$ cat src/rtl/iter_shift_pkg.sv
// Shared definitions for the iterative shifter: ALU function codes
// and the decode helper used to recognise shift operations.
package iter_shift_pkg;

    localparam logic [3:0] FUNC_LLS = 4'h4;
    localparam logic [3:0] FUNC_LRS = 4'h5;
    localparam logic [3:0] FUNC_ALS = 4'h6;
    localparam logic [3:0] FUNC_ARS = 4'h7;

    function automatic logic is_shift_func(input logic [3:0] f);
        return (f == FUNC_LLS) || (f == FUNC_LRS) ||
               (f == FUNC_ALS) || (f == FUNC_ARS);
    endfunction

endpackage

$ cat src/rtl/iter_shift_step.sv
// One-bit shift step; reports whether the top bit changed so the
// caller can track arithmetic-left overflow.
module shift_step
    import iter_shift_pkg::*;
#(
    parameter int DATA_WIDTH = 16
) (
    input  logic [DATA_WIDTH-1:0] value,
    input  logic [3:0]            func,
    output logic [DATA_WIDTH-1:0] nxt,
    output logic                  chg
);

    always_comb begin
        nxt = value;
        unique case (1'b1)
            (func == FUNC_LLS) || (func == FUNC_ALS):
                nxt = {value[DATA_WIDTH-2:0], 1'b0};
            (func == FUNC_LRS):
                nxt = {1'b0, value[DATA_WIDTH-1:1]};
            (func == FUNC_ARS):
                nxt = {value[DATA_WIDTH-1], value[DATA_WIDTH-1:1]};
            default:
                nxt = value;
        endcase
        chg = nxt[DATA_WIDTH-1] ^ value[DATA_WIDTH-1];
    end

endmodule

$ cat src/rtl/iter_shift.sv
// Iterative shifter: one bit per cycle, valid/ready on both sides,
// result held in DONE until the consumer takes it.
module iter_shift
    import iter_shift_pkg::*;
#(
    parameter int DATA_WIDTH = 16
) (
    input  logic                  clk,
    input  logic                  reset_n,
    input  logic                  in_valid,
    output logic                  in_ready,
    input  logic [DATA_WIDTH-1:0] A,
    input  logic [DATA_WIDTH-1:0] B,
    input  logic [3:0]            FuncCode,
    output logic                  out_valid,
    input  logic                  out_ready,
    output logic [DATA_WIDTH-1:0] C,
    output logic                  OverflowFlag
);

    localparam int CW = $clog2(DATA_WIDTH) + 1;
    localparam logic [DATA_WIDTH-1:0] WIDTH_V =
        DATA_WIDTH[DATA_WIDTH-1:0];
    localparam logic [CW-1:0] WIDTH_C = CW'(DATA_WIDTH);
    localparam logic [CW-1:0] ONE_C = CW'(1);

    typedef enum logic [1:0] {
        IDLE  = 2'd0,
        SHIFT = 2'd1,
        DONE  = 2'd2
    } state_e;

    state_e                state;
    logic [CW-1:0]         cnt;
    logic [DATA_WIDTH-1:0] work;
    logic [3:0]            func;
    logic                  ovf;
    logic                  rdy;
    logic                  vld;

    logic [DATA_WIDTH-1:0] step_nxt;
    logic                  step_chg;
    logic [CW-1:0]         n_eff;
    logic                  known;

    shift_step #(
        .DATA_WIDTH(DATA_WIDTH)
    ) u_step (
        .value(work),
        .func (func),
        .nxt  (step_nxt),
        .chg  (step_chg)
    );

    // Oversized shift amounts saturate at the full width.
    always_comb begin
        n_eff = WIDTH_C;
        if (B < WIDTH_V)
            n_eff = B[CW-1:0];
        known = is_shift_func(FuncCode);
    end

    always_ff @(posedge clk or negedge reset_n) begin
        if (!reset_n) begin
            state <= IDLE;
            cnt   <= '0;
            work  <= '0;
            func  <= '0;
            ovf   <= 1'b0;
            rdy   <= 1'b1;
            vld   <= 1'b0;
        end else begin
            unique case (state)
                IDLE: begin
                    if (in_valid) begin
                        func <= FuncCode;
                        ovf  <= 1'b0;
                        rdy  <= 1'b0;
                        if (!known) begin
                            work  <= '0;
                            cnt   <= '0;
                            state <= DONE;
                            vld   <= 1'b1;
                        end else if (n_eff == '0) begin
                            work  <= A;
                            cnt   <= '0;
                            state <= DONE;
                            vld   <= 1'b1;
                        end else begin
                            work  <= A;
                            cnt   <= n_eff;
                            state <= SHIFT;
                        end
                    end
                end
                SHIFT: begin
                    work <= step_nxt;
                    cnt  <= cnt - ONE_C;
                    if (func == FUNC_ALS && step_chg)
                        ovf <= 1'b1;
                    if (cnt == ONE_C) begin
                        state <= DONE;
                        vld   <= 1'b1;
                    end
                end
                DONE: begin
                    if (out_ready) begin
                        state <= IDLE;
                        rdy   <= 1'b1;
                        vld   <= 1'b0;
                    end
                end
                default: begin
                    state <= IDLE;
                    rdy   <= 1'b1;
                    vld   <= 1'b0;
                end
            endcase
        end
    end

    assign in_ready     = rdy;
    assign out_valid    = vld;
    assign C            = work;
    assign OverflowFlag = ovf;

endmodule

$ cat config.mk
export PLATFORM = sky130hd
export DESIGN_NAME = iter_shift
export DESIGN_NICKNAME = d
export VERILOG_FILES = /design/src/rtl/iter_shift_pkg.sv /design/src/rtl/iter_shift_step.sv /design/src/rtl/iter_shift.sv
export SDC_FILE = /design/constraint.sdc
export NUM_CORES = 1
export LEC_CHECK = 0
export ABC_AREA = 1
export BUFFER_PORTS_ARGS = -buffer_cell sky130_fd_sc_hd__buf_4
export CORE_AREA = 5 5 76 64
export CTS_BUF_LIST = sky130_fd_sc_hd__clkbuf_4 sky130_fd_sc_hd__clkbuf_8
export DETAILED_ROUTE_END_ITERATION = 7
export DIE_AREA = 0 0 81 69
export PLACE_DENSITY = 0.87
export SYNTH_ARGS = -nofsm -noshare
export SYNTH_HDL_FRONTEND = slang
export SYNTH_SLANG_ARGS = --single-unit
$ cat constraint.sdc
create_clock -name clk -period 1.6 [get_ports clk]
set_clock_uncertainty 0.05 [all_clocks]
set_input_delay 0.16 -clock clk [delete_from_list [all_inputs] [get_ports clk]]
set_output_delay 0.16 -clock clk [all_outputs]
set_load 0.01 [all_outputs]
Word-level counts from Yosys, hierarchy flattened
Cells that the tools add are included.
{"block": "totals", "out_inout_bits": 19, "in_bits": 40, "elab_cells": 70, "regBits": 30}
{"block": "classes", "n_mux": 26, "reduce_logical": 15, "n_addsub": 1, "order_cmp": 1, "bitwise_logic": 2, "eq_ne": 17}
{"operator": "16-bit one-hot mux with 3 select lines", "n": 1}
{"operator": "4-bit by 3-bit equality test with 1-bit output (second input constant)", "n": 8}
{"operator": "16-bit 2-to-1 mux", "n": 2}
{"operator": "16-bit one-hot mux with 2 select lines", "n": 1}
{"operator": "5-bit 2-to-1 mux", "n": 4}
{"operator": "16-bit by 5-bit < comparator with 1-bit output (second input constant)", "n": 1}
{"operator": "3-bit AND reduction", "n": 4}
{"operator": "2-bit 2-to-1 mux", "n": 5}
{"operator": "5-bit one-hot mux with 2 select lines", "n": 1}
{"operator": "1-bit 2-to-1 mux", "n": 8}
{"operator": "2-bit != test (second input constant)", "n": 4}
{"operator": "1-bit one-hot mux with 3 select lines", "n": 2}
{"operator": "2-bit one-hot mux with 3 select lines", "n": 1}
{"operator": "5-bit by 1-bit equality test with 1-bit output (second input constant)", "n": 1}
{"operator": "5-bit logical NOT", "n": 1}
{"operator": "5-bit by 1-bit subtractor with 5-bit output (second input constant)", "n": 1}
{"operator": "1-bit logical OR", "n": 4}
{"operator": "4-bit by 1-bit != test with 1-bit output (second input constant)", "n": 1}
{"operator": "2-bit AND reduction", "n": 2}
{"operator": "4-bit AND reduction", "n": 1}
{"operator": "3-bit != test (second input constant)", "n": 1}
{"operator": "2-bit by 1-bit equality test with 1-bit output (second input constant)", "n": 1}
{"operator": "2-bit equality test (second input constant)", "n": 1}
{"operator": "2-bit logical NOT", "n": 1}
{"operator": "other kinds (5)", "n": 5}

Logic depth before layout (Yosys ltp)
Gate-level depths: netlist of the first run.
{"block": "depth", "word_depth": 7, "depth_mapped": 9, "mapped_depth_nobuf": 9}

Cells and area by module
Synthesis of the first run repeated with hierarchy kept, for this count alone.
{"block": "hier_totals", "hier_cells": 283, "hier_area_um2": 1926.8}
{"module": "iter_shift", "area_per_inst_um2": 1540.2, "seq_area_each_um2": 752.0, "cells_each": 204, "n_inst": 1}
{"module": "shift_step", "area_per_inst_um2": 386.6, "seq_area_each_um2": 0.0, "cells_each": 79, "n_inst": 1}

Least setup slack after synthesis of the first run
OpenSTA, ideal clock, no wires.
{"block": "synth_path", "path_type": "flip-flop to flip-flop", "from": "reg state[1]", "to": "reg work[14] (netlist: C[14])", "path_buffers": 1, "arrival_time_ns": 1.287, "setup_slack_ns": 0.136, "required_time_ns": 1.423, "stages_incl_launch_ff": 8, "period_less_slack_ns": 1.464, "setup_ns": 0.127, "cell_sequence": "dfrtp_1 nor2_8 inv_4 o21ai_4 inv_2 buf_6 nand2_1 nand3_1"}
{"block": "synth_via", "elab_chain_len": 3, "word_cells_on_any_way": 7, "cone_classes": "eq/ne (3); mux (1); reduce/logical (3)"}
{"item": "from (decl)", "line": "iter_shift.sv:33", "source": "state_e state;"}
{"item": "from (signal assigned)", "line": "iter_shift.sv:65", "source": "state <= IDLE;"}
{"item": "from (signal assigned)", "line": "iter_shift.sv:82", "source": "state <= DONE;"}
{"item": "from (signal assigned)", "line": "iter_shift.sv:87", "source": "state <= DONE;"}
{"item": "2-bit by 1-bit equality test with 1-bit output or 2-bit logical NOT (tied branches)", "line": "iter_shift.sv:73", "source": "unique case (state)"}
{"item": "4-bit by 1-bit != test with 1-bit output (no source line), or another cell as far along"}
{"item": "3-bit AND reduction (no source line)"}
{"item": "to (signal assigned)", "line": "iter_shift.sv:97", "source": "work <= step_nxt;"}
{"item": "to (decl)", "line": "iter_shift.sv:35", "source": "logic [DATA_WIDTH-1:0] work;"}
Several ways; a longest one is shown, not always the timed one.
A chain may end at the register's enable or synchronous reset.

Worst setup path in the final report of the first run
{"block": "layout_path", "from": "reg state[1]", "to": "reg work[13] (netlist: C[13])"}
Same word-level chain as after synthesis.

==> results of run 1 <==
==> cell type report <==
class	count	share of cell area, %
clock buffer	5	2.853
sequential	30	31.22
timing repair buffer	63	20.02
clock inverter	3	1.660
multi-input combinational	169	37.29
tap	57	2.956
inverter	25	3.994
==> placed cells by master, fill, tap and decap left out, types with 5 or more instances in the layout <==
cell and count:
clkbuf_8 5, nand3_1 37, dfrtp_1 28, nor2_1 15, nand2_1 58, a21oi_1 6, buf_4 60, o211ai_1 14
or2_2 11, o21ai_0 10, inv_1 20
==> cell usage after synthesis <==
| library cell | n |
|---|---|
| nor2_1 | 15 |
| o31ai_1 | 2 |
| nand3_1 | 37 |
| inv_1 | 21 |
| nor3_1 | 1 |
| nor2_8 | 2 |
| dfstp_2 | 1 |
| o21ai_4 | 1 |
| nand4_1 | 2 |
| o211ai_1 | 14 |
| buf_6 | 2 |
| buf_4 | 1 |
| and2_0 | 1 |
| nor2_4 | 1 |
| dfrtp_1 | 29 |
| a21oi_1 | 6 |
| o21ai_0 | 11 |
| o211ai_2 | 2 |
| nor2_2 | 2 |
| nand2_1 | 58 |
| inv_4 | 1 |
| ha_1 | 2 |
| inv_2 | 3 |
| clkbuf_1 | 2 |
| buf_2 | 2 |
| a22oi_1 | 1 |
| or2_2 | 11 |
==> sequential cells by signal, summed over array words and instances (netlist names) <==
| name | count |
|---|---|
| OverflowFlag | 1 |
| in_ready | 1 |
| cnt | 5 |
| func | 4 |
| state | 2 |
| out_valid | 1 |
| C | 16 |
==> metal layers <==
layer / GRT usage [%] / part of all wire [%] / vias up
met5: 0 / 0 / -
met4: 5.629 / 1.6 / 0
met3: 4.036 / 6.5 / 9
met2: 28.81 / 49 / 58
met1: 23.75 / 43 / 794
li1: - / - / 897
==> what timing repair did <==
action	CTS	global route
hold buffers	1	0
endpoints found under the hold margin	29	0
gates resized for setup	0	6
endpoints found under the setup margin	0	18
==> power by group <==
group          leakage [nW]  internal [mW]  total, mW  switching (mW)
combinational         0.790          0.871       1.99            1.12
clock                0.0579          0.457      0.743           0.286
sequential            0.391           1.12       1.47           0.350
total                  1.24           2.45       4.20            1.76
==> worst paths after layout <==
kind / slack, ns / end / cells past startpoint / from
setup / recovery: 0.09 / C[13] / 5 / state[1]
hold / removal: 0.04 / func[1] / 3 / FuncCode[1]
setup reg to reg: 0.09 / C[13] / 5 / state[1]
hold reg to reg: 0.43 / out_valid / 2 / out_valid
max in group asynchronous: 0.89 / in_ready / 2 / reset_n
min in group asynchronous: 0.28 / C[5] / 2 / reset_n
==> worst max-delay path, cell delays in order (launching register included) <==
cell,delay [ns]
dfrtp_2,0.46
nor2_8,0.22
inv_4,0.10
nor2_4,0.33
o211ai_1,0.16
nand3_1,0.11
==> kinds of logic (layout without fill, tap and decap cells) <==
kind of cell / count (synthesis) / count (layout) / synth area share [%]
fa+ha+maj: 2 / 2 / 1.397
buf+inv: 32 / 96 / 8.037
flops: 30 / 30 / 42.00
compound gates: 37 / 37 / 14.19
simple gates: 130 / 130 / 34.38
==> results.json, run 1 <==
{
  "status": "complete, no violations",
  "synth_cell_types": 27,
  "fin_cells": 352,
  "yosysWarningCount": 0,
  "grt_max_degree": 31,
  "synthesis.instances": 231,
  "core_um2": 4046,
  "ys_seq_elements": 30,
  "final_area_um2": 2412,
  "drv_slew": 0,
  "yosys-top-cells-area": "dfrtp_1 (41%), nand2_1 (12%), nand3_1 (10%)",
  "fmax_mhz": 664.4,
  "drt_iter0_drc": 143,
  "fin_ws_ns": 0.09484,
  "ctsRootBufferMaster": "clkbuf_8",
  "fillers": 381,
  "portBuffers": 58,
  "grt_pass1_wl_um": 8086,
  "cts_sinks": 30,
  "path_class": "flip-flop to flip-flop",
  "synth_area_um2": 1790,
  "rsz0062_at_grt": "true",
  "ys_seq_area_share_pct": 42.00,
  "fin_nets": 336,
  "grtUsageTotal_pct": 17.93,
  "drive_above_1_share_pct": 32.88,
  "finalWeightedCongestion": 0.8901,
  "seqCellArea_um2": 753.2,
  "placed_cells": 343,
  "crit_path_start_kind": "flip-flop",
  "clockBufferDepth": 2,
  "insertion_delay_ns": 0.28,
  "design_power_total_mw": 4.202,
  "htree_levels": 2,
  "path_max_fanout": 15,
  "postRouteAntennaNets": 0,
  "leakagePower_nw": 1.239,
  "postLayoutCoreUtil_pct": 59.62,
  "cts_buffers": 5,
  "ios": 59,
  "post_cts_buffers": 0,
  "tightest_slew_ns": 0.3772,
  "wl_per_cell_um": 13.11,
  "die_y_um": 69,
  "hold_viol": 0,
  "maxCapViolCount": 0,
  "dp_hpwl_um": 3455,
  "synth_nets": 273,
  "fin_crit_ns": 1.505,
  "area_delta_synth_final_pct": 34.73,
  "diodes": 0,
  "post-route-drc-count": 0,
  "period_share_pct": 94.07,
  "cts_tree": "yes",
  "synth.avg_cell_area_um2": 7.751,
  "dpl_cell_area_um2": 2280,
  "hold_path_class": "input pin to flip-flop",
  "die_w_um": 81,
  "synth_top_area_share_pct": 40.53,
  "whs_ns": 0.04265,
  "grt_pass1_vias": 1762,
  "vdd_drop_max_mv": 0.8848,
  "initial_core_util_pct": 44.25,
  "multi_input_area_um2": 899.6,
  "dieArea_um2": 5589,
  "post-place-ws_ns": 0.06865,
  "antenna_found_initial": 0,
  "rows": 21,
  "grt_overflow": 0,
  "worstSetupEndpointType": "flip-flop",
  "vias": 1758,
  "power_density_nw_per_um2": 1742,
  "setup_tns_ns": 0,
  "worstPathArrival_ns": 1.67,
  "first_pass_iters": 4,
  "drt_wl_total_um": 4615,
  "synth_top_area_cell": "dfrtp_1",
  "relSlewSlack_pct": 74.85,
  "vias_per_cell": 4.994,
  "required_ns": 1.77,
  "setup_viol": 0,
  "path_clk_slew_ns": 0.06
}
Power figures use the tool's default switching activity.
==> inputs of run 2 (changes only) <==
--- a/config.mk
+++ b/config.mk
@@ -7,11 +7,13 @@
 export LEC_CHECK = 0
 export ABC_AREA = 1
 export BUFFER_PORTS_ARGS = -buffer_cell sky130_fd_sc_hd__buf_4
-export CORE_AREA = 5 5 76 64
+export CORE_AREA = 5 5 77 65
 export CTS_BUF_LIST = sky130_fd_sc_hd__clkbuf_4 sky130_fd_sc_hd__clkbuf_8
 export DETAILED_ROUTE_END_ITERATION = 7
-export DIE_AREA = 0 0 81 69
-export PLACE_DENSITY = 0.87
+export DIE_AREA = 0 0 82 70
+export GPL_TIMING_DRIVEN = 0
+export PLACE_DENSITY = 0.89
 export SYNTH_ARGS = -nofsm -noshare
 export SYNTH_HDL_FRONTEND = slang
+export SYNTH_HIERARCHICAL = 1
 export SYNTH_SLANG_ARGS = --single-unit
==> constraint.sdc (replaced) <==
create_clock -name clk -period 1.3 [get_ports clk]
set_clock_uncertainty 0.05 [all_clocks]
set_input_delay 0.13 -clock clk [delete_from_list [all_inputs] [get_ports clk]]
set_output_delay 0.13 -clock clk [all_outputs]
set_load 0.01 [all_outputs]
==> run 2 against run 1 <==
Net effect: the run now ends with setup timing left; wire length up 50%; sequential power up 20%; largest power group unchanged; critical path type unchanged; core utilization up 15 points; critical endpoint is now C[9]; register-to-register slack worse by 0.28 ns.
==> results.json, run 2 <==
{
  "largest_reg_flops": 16,
  "design_power_total_mw": 6.676,
  "first_pass_iters": 6,
  "power_density_nw_per_um2": 2176,
  "synthAdderAreaFrac_pct": 1.299,
  "dp_hpwl_um": 3722,
  "tightest_slew_ns": 0.3974,
  "r2r_slack_ns": -0.18,
  "yosysWarningCount": 6,
  "rows": 21,
  "portBuffers": 58,
  "post-route-drc-count": 0,
  "fin_nets": 434,
  "ios": 59,
  "maxCapViolCount": 0,
  "grt_overflow": 0,
  "synth_edf_count": 0,
  "synth_top_family_by_area": "simple AND/OR/NAND/NOR gates",
  "vdd_drop_max_mv": 1.150,
  "diodes": 0,
  "maxUsedRoutingLayer": "met4",
  "final_common_cell": "nand2_1",
  "hold_viol": 0,
  "worstSetupEndpointType": "flip-flop",
  "fmax_mhz": 673.5,
  "area_delta_synth_final_pct": 59.22,
  "drive_above_1_share_pct": 36.90,
  "ys_seq_elements": 30,
  "synth_top_area_share_pct": 37.66,
  "async_flop_share_pct": 100.0,
  "finalWeightedCongestion": 0.8111,
  "yosysMostFrequentCell": "nand2_1",
  "fin_crit_ns": 1.485,
  "postRouteAntennaNets": 0,
  "final_cell_mix": "nand2_1 (95), buf_4 (78), dfrtp_1 (28), inv_1 (23), nor2_1 (21)",
  "vias": 2422,
  "drt-met1-wl_um": 2699,
  "grtUsageTotal_pct": 21.03,
  "whs_ns": 0.008518,
  "ys_seq_area_share_pct": 39.03,
  "die_y_um": 70,
  "wl_met3_um": 621,
  "clockBufferDepth": 2,
  "die_w_um": 82,
  "setup_tns_ns": -3.662,
  "synth_top_area_cell": "dfrtp_1",
  "hold_path_class": "input pin to flip-flop",
  "yosys-top-cells-area": "dfrtp_1 (38%), nand2_1 (21%), nand3_1 (7.0%)",
  "relSlewSlack_pct": 73.51,
  "path_clk_slew_ns": 0.07,
  "fin_cells": 450,
  "fin_ws_ns": -0.1847,
  "htree_levels": 2,
  "crit_path_start_kind": "flip-flop",
  "setup_viol": 29,
  "synth-xor-area-share_pct": 0,
  "grt_pass1_wl_um": 9411,
  "synthesis.instances": 283,
  "synth_commonest_cells": "nand2_1 (106), inv_1 (30), dfrtp_1 (29)",
  "ctsRootBufferMaster": "clkbuf_8",
  "drt_wl_total_um": 6924,
  "synth_area_um2": 1927,
  "synth_compound_gate_area_share_pct": 12.21,
  "rsz0062_at_grt": "true",
  "wl_met2_um": 3324,
  "status": "complete, but fails checks",
  "grt_pass1_vias": 2099,
  "period_share_pct": 114.2,
  "antenna_found_initial": 0,
  "worstPathArrival_ns": 1.66,
  "path_max_fanout": 7,
  "synth.avg_cell_area_um2": 6.809,
  "dieArea_um2": 5740,
  "insertion_delay_ns": 0.29,
  "violations": "setup timing",
  "cts_tree": "yes",
  "leakagePower_nw": 1.589,
  "synthMuxAreaShare_pct": 0,
  "wl_per_cell_um": 15.39,
  "cts_buffers": 5,
  "grt_max_degree": 31,
  "path_class": "flip-flop to flip-flop",
  "synth_nets": 325,
  "hold_path_depth": 3,
  "initial_core_util_pct": 47.01,
  "drv_slew": 0,
  "synthSimpleGateAreaFrac_pct": 37.86,
  "vias_per_cell": 5.382,
  "core_um2": 4099,
  "cts_sinks": 30,
  "synthFlopType": "dfrtp_1",
  "required_ns": 1.48,
  "r2r_cells": 8,
  "placed_cells": 398,
  "drt_iter0_drc": 385,
  "synth_cell_types": 23
}
## run 2: cell types whose count changed after synthesis, sizes merged, moves of 2 or more
cell    change
nand3b      +2
o211ai      -6
nor2        +9
or2        -11
o21ai      +10
nand2      +48
nand3      -10
inv         +7
buf         +5
clkbuf      -2
## run 2: final cells by class
cell class / count / area (µm²)
well taps: 57 / 71.32
repair buffers: 101 / 819.5
plain buffers: 10 / 97.59
multi-input cells: 212 / 1106
fillers: 303 / 1031
inverters: 32 / 125.1
clock buffers: 7 / 90.09
clock inverters: 1 / 5.005
flip-flops and latches: 30 / 753.2
## run 2: cells by family after synthesis
| kind of cell | Yosys count |
|---|---|
| DFF | 30 |
| and+or+nand+nor | 168 |
| buffers and inverters | 42 |
| AOI/OAI and AO/OA | 41 |
| adders and majority gates | 2 |
## run 2: per-stage QoR
| step | utilization, % | setup slack [ns] | cell area [µm²] |
|---|---|---|---|
| CTS | 70.42 | -0.08251 | 2887 |
| finish | 74.85 | -0.1847 | 3068 |
| global route | 74.85 | -0.2703 | 3068 |
| global placement | 59.37 | -0.1117 | 2434 |
| floorplan | - | 0.03486 | 1927 |
| detailed placement | 59.37 | -0.1568 | 2434 |
## run 2: what timing repair did
item / CTS / global route
cloned: 1 / 3
setup endpoints to repair: 25 / 28
hold buffers: 17 / 1
pin swaps: 6 / 11
gates resized for setup: 36 / 25
setup buffers: 11 / 11
endpoints found under the hold margin: 45 / 1
## run 2: final timing paths
kind                         startpoint            to
min reg2reg                OverflowFlag  OverflowFlag
min                                A[9]          C[9]
max in group asynchronous       reset_n      in_ready
max reg2reg                    state[1]          C[9]
max                            state[1]          C[9]
min in group asynchronous       reset_n          C[4]
## run 2: metal layers
layer	track usage (%)	up-vias
met3	3.599	37
met2	34.53	183
li1	-	1126
met1	26.18	1076
met4	10.33	0
met5	0	-
## run 2: critical path, cell delays in order, from the launching register on
cell	delay, ns
dfrtp_1	0.42
nor2_2	0.17
inv_2	0.10
nor2_8	0.17
inv_6	0.06
nor2_8	0.17
buf_6	0.15
nand2_1	0.05
nand3_1	0.07
## run 2: report_power, final
part,switching (mW),internal [mW]
Clock,0.368,0.447
Combinational,2.28,1.80
Sequential,0.437,1.34
Total,3.09,3.59
==> inputs of run 3 (changes only) <==
--- a/config.mk
+++ b/config.mk
@@ -5,14 +5,14 @@
 export SDC_FILE = /design/constraint.sdc
 export NUM_CORES = 1
 export LEC_CHECK = 0
-export ABC_AREA = 1
 export BUFFER_PORTS_ARGS = -buffer_cell sky130_fd_sc_hd__buf_4
-export CORE_AREA = 5 5 77 65
+export CORE_AREA = 5 5 76 64
 export CTS_BUF_LIST = sky130_fd_sc_hd__clkbuf_4 sky130_fd_sc_hd__clkbuf_8
 export DETAILED_ROUTE_END_ITERATION = 7
-export DIE_AREA = 0 0 82 70
+export DIE_AREA = 0 0 81 69
 export GPL_TIMING_DRIVEN = 0
-export PLACE_DENSITY = 0.89
+export PLACE_DENSITY = 0.75
+export RECOVER_POWER = 100
 export SYNTH_ARGS = -nofsm -noshare
 export SYNTH_HDL_FRONTEND = slang
 export SYNTH_HIERARCHICAL = 1
==> run 3 against run 2 <==
Net effect: cell count is 25% lower; the run ends with hold timing, setup timing left; critical path depth decreased by 3; non-clock buffer count shrank 11; first-iteration DRC count down 31%; cell area is 8.2% lower; critical endpoint is now C[0]; area after synthesis decreased by 2.7%.
==> results.json, run 3 <==
{
  "first_pass_iters": 8,
  "synth-xor-area-share_pct": 0.4673,
  "fin_crit_ns": 1.536,
  "clockBufferDepth": 2,
  "synth_edf_count": 0,
  "final_common_cell": "buf_4",
  "rows": 21,
  "synth_top_area_share_pct": 38.72,
  "synthMuxAreaShare_pct": 11.48,
  "ctsRootBufferMaster": "clkbuf_8",
  "violations": "hold timing, setup timing",
  "ys_seq_elements": 30,
  "leakagePower_nw": 1.387,
  "dpl_cell_area_um2": 2427,
  "relSlewSlack_pct": 50.22,
  "r2r_cells": 5,
  "design_power_total_mw": 6.793,
  "power_density_nw_per_um2": 2413,
  "worst-path-stages": 5,
  "period_share_pct": 118.2,
  "path_class": "flip-flop to flip-flop",
  "crit_chain": "buf_6, o21bai_4, buf_4, a222oi_1, inv_1",
  "synth.avg_cell_area_um2": 10.13,
  "setup_viol": 28,
  "portBuffers": 58,
  "fin_nets": 322,
  "final_cell_mix": "buf_4 (59), dfrtp_1 (27), inv_1 (21), nand2_1 (18)",
  "cts_tree": "yes",
  "required_ns": 1.41,
  "synthesis.instances": 185,
  "synth_top_area_cell": "dfrtp_1",
  "drive_above_1_share_pct": 37.37,
  "synth_top_family_by_area": "compound AO/OA/AOI/OAI gates",
  "worstSetupEndpointType": "flip-flop",
  "vias_per_cell": 5.704,
  "cp_slowest_cell": "dfrtp_1",
  "synth_cell_types": 39,
  "grt_pass1_vias": 1803,
  "r2r-start": "state[1]",
  "yosys-top-cells-area": "dfrtp_1 (39%), a222oi_1 (9.1%), mux2i_1 (9.1%)",
  "grt_max_degree": 31,
  "synthAdderAreaFrac_pct": 1.335,
  "postRouteAntennaNets": 0,
  "maxCapViolCount": 0,
  "worstPathArrival_ns": 1.65,
  "fmax_mhz": 651.0,
  "max_stage_delay_ns": 0.39,
  "initial_core_util_pct": 46.32,
  "grt_overflow": 0,
  "synth_commonest_cells": "dfrtp_1 (29), inv_1 (22), nand2_1 (18)",
  "wl_per_cell_um": 17.61,
  "synth_compound_gate_area_share_pct": 20.83,
  "vias": 1928,
  "fin_ws_ns": -0.2362,
  "vdd_drop_max_mv": 1.301,
  "multi_input_area_um2": 997.2,
  "htree_levels": 2,
  "seqCellArea_um2": 754.5,
  "dieArea_um2": 5589,
  "status": "complete, but fails checks",
  "area_delta_synth_final_pct": 50.20,
  "r2r-end": "C[0]",
  "diodes": 0,
  "r2r_slack_ns": -0.24,
  "core_um2": 4046,
  "grt_pass1_wl_um": 8728,
  "ys_seq_area_share_pct": 40.12,
  "post-route-drc-count": 0,
  "ios": 59,
  "whs_ns": -0.003749,
  "crit_start": "state[1]",
  "synthFlopType": "dfrtp_1",
  "drt_wl_total_um": 5951,
  "die_w_um": 81,
  "insertion_delay_ns": 0.29,
  "grtUsageTotal_pct": 19.74,
  "cts_buffers": 5,
  "dp_hpwl_um": 3571,
  "path_max_fanout": 6,
  "die_y_um": 69,
  "yosysMostFrequentCell": "dfrtp_1",
  "yosysWarningCount": 6,
  "fillers": 333,
  "tightest_slew_ns": 0.7466,
  "async_flop_share_pct": 100.0,
  "endpoint": "C[0]",
  "cts_sinks": 30,
  "hold_viol": 1,
  "synth_area_um2": 1874,
  "crit_path_start_kind": "flip-flop",
  "critPathTopFamily": "compound AO/OA/AOI/OAI gates",
  "drv_slew": 0,
  "synthSimpleGateAreaFrac_pct": 15.35,
  "largest_reg_flops": 16,
  "antenna_found_initial": 0,
  "rsz0062_at_grt": "true",
  "synth_nets": 227,
  "drt_iter0_drc": 264,
  "final_area_um2": 2815,
  "path_buf_inv": 3,
  "path_clk_slew_ns": 0.07,
  "hold_path_class": "input pin to flip-flop",
  "finalWeightedCongestion": 0.7598
}
[run 3: cell count changes after synthesis, moves of 5 or more]
| cell | previous run | this run |
|---|---|---|
| a21oi_1 | 7 | 2 |
| inv_1 | 30 | 22 |
| mux2i_1 | 0 | 17 |
| nand3_1 | 27 | 1 |
| o21ai_1 | 2 | 11 |
| o211ai_1 | 10 | 0 |
| nor2_1 | 23 | 7 |
| o21ai_0 | 20 | 7 |
| a222oi_1 | 0 | 17 |
| nand2_1 | 106 | 18 |
[run 3: tightest hold or removal path, cell delays in order]
cell	delay, ns
buf_4	0.08
a222oi_1	0.05
inv_1	0.05
[run 3: where the power goes]
part	total, mW	switching, mW	internal [mW]
sequential	1.93	0.556	1.37
clock	0.947	0.383	0.563
combinational	3.92	1.85	2.07
[run 3: worst min-delay path by stage]
stage,start,end,slack (ns),depth (start not counted)
final,A[14],C[14],-0.004,3
after global routing,A[11],C[11],-0.001,3
after CTS,A[12],C[12],0.000008,3
after detailed placement,reset_n,C[2],0.03,1
after global placement,reset_n,C[2],0.03,1
after floorplan,reset_n,C[0],-0.22,0
[run 3: final cells by class]
type	count	area share [%]
Inverter	22	2.933
Timing Repair Buffer	89	23.87
Clock buffer	5	2.444
Sequential cell	30	26.80
Buffer	11	4.578
Multi-Input combinational cell	121	35.42
Clock inverter	3	1.422
Tap cell	57	2.533
[run 3: cell families after synthesis]
logic type | Yosys count
mux | 21
flops | 30
simple gates | 47
buf+inv | 34
fa+ha+maj | 2
compound gates | 50
xor+xnor | 1
[run 3: timing repair]
| item | in CTS | in global routing |
|---|---|---|
| setup buffers | 13 | 7 |
| endpoints found under the setup margin | 28 | 28 |
| hold endpoints to repair | 34 | 1 |
| cloned | 2 | 2 |
| gates resized for setup | 8 | 10 |
| pin swaps | 16 | 18 |
| hold buffers | 6 | 1 |
[run 3: through the flow]
step | setup WS (ns) | utilization [%] | hold WS [ns] | TNS [ns] | cells
3_5_place_dp | -0.2598 | 59.99 | 0.03161 | -4.315 | 300
6_report | -0.2362 | 69.57 | -0.003749 | -4.349 | 338
2_1_floorplan | -0.1095 | - | -0.2156 | -1.634 | 185
4_1_cts | -0.2329 | 67.93 | 0.000008077 | -4.006 | 329
5_1_grt | -0.3084 | 69.57 | -0.001123 | -6.088 | 338
3_3_place_gp | -0.2118 | 59.99 | 0.03292 | -3.928 | 300
[run 3: per-layer routing]
layer  vias to the layer above  part of all wire [%]  track usage [%]
met5                         -                     0                0
met1                       929                    39            26.12
met2                       109                    51            31.81
met4                         0                   1.9            6.191
li1                        876                     -                -
met3                        14                   8.4            4.297
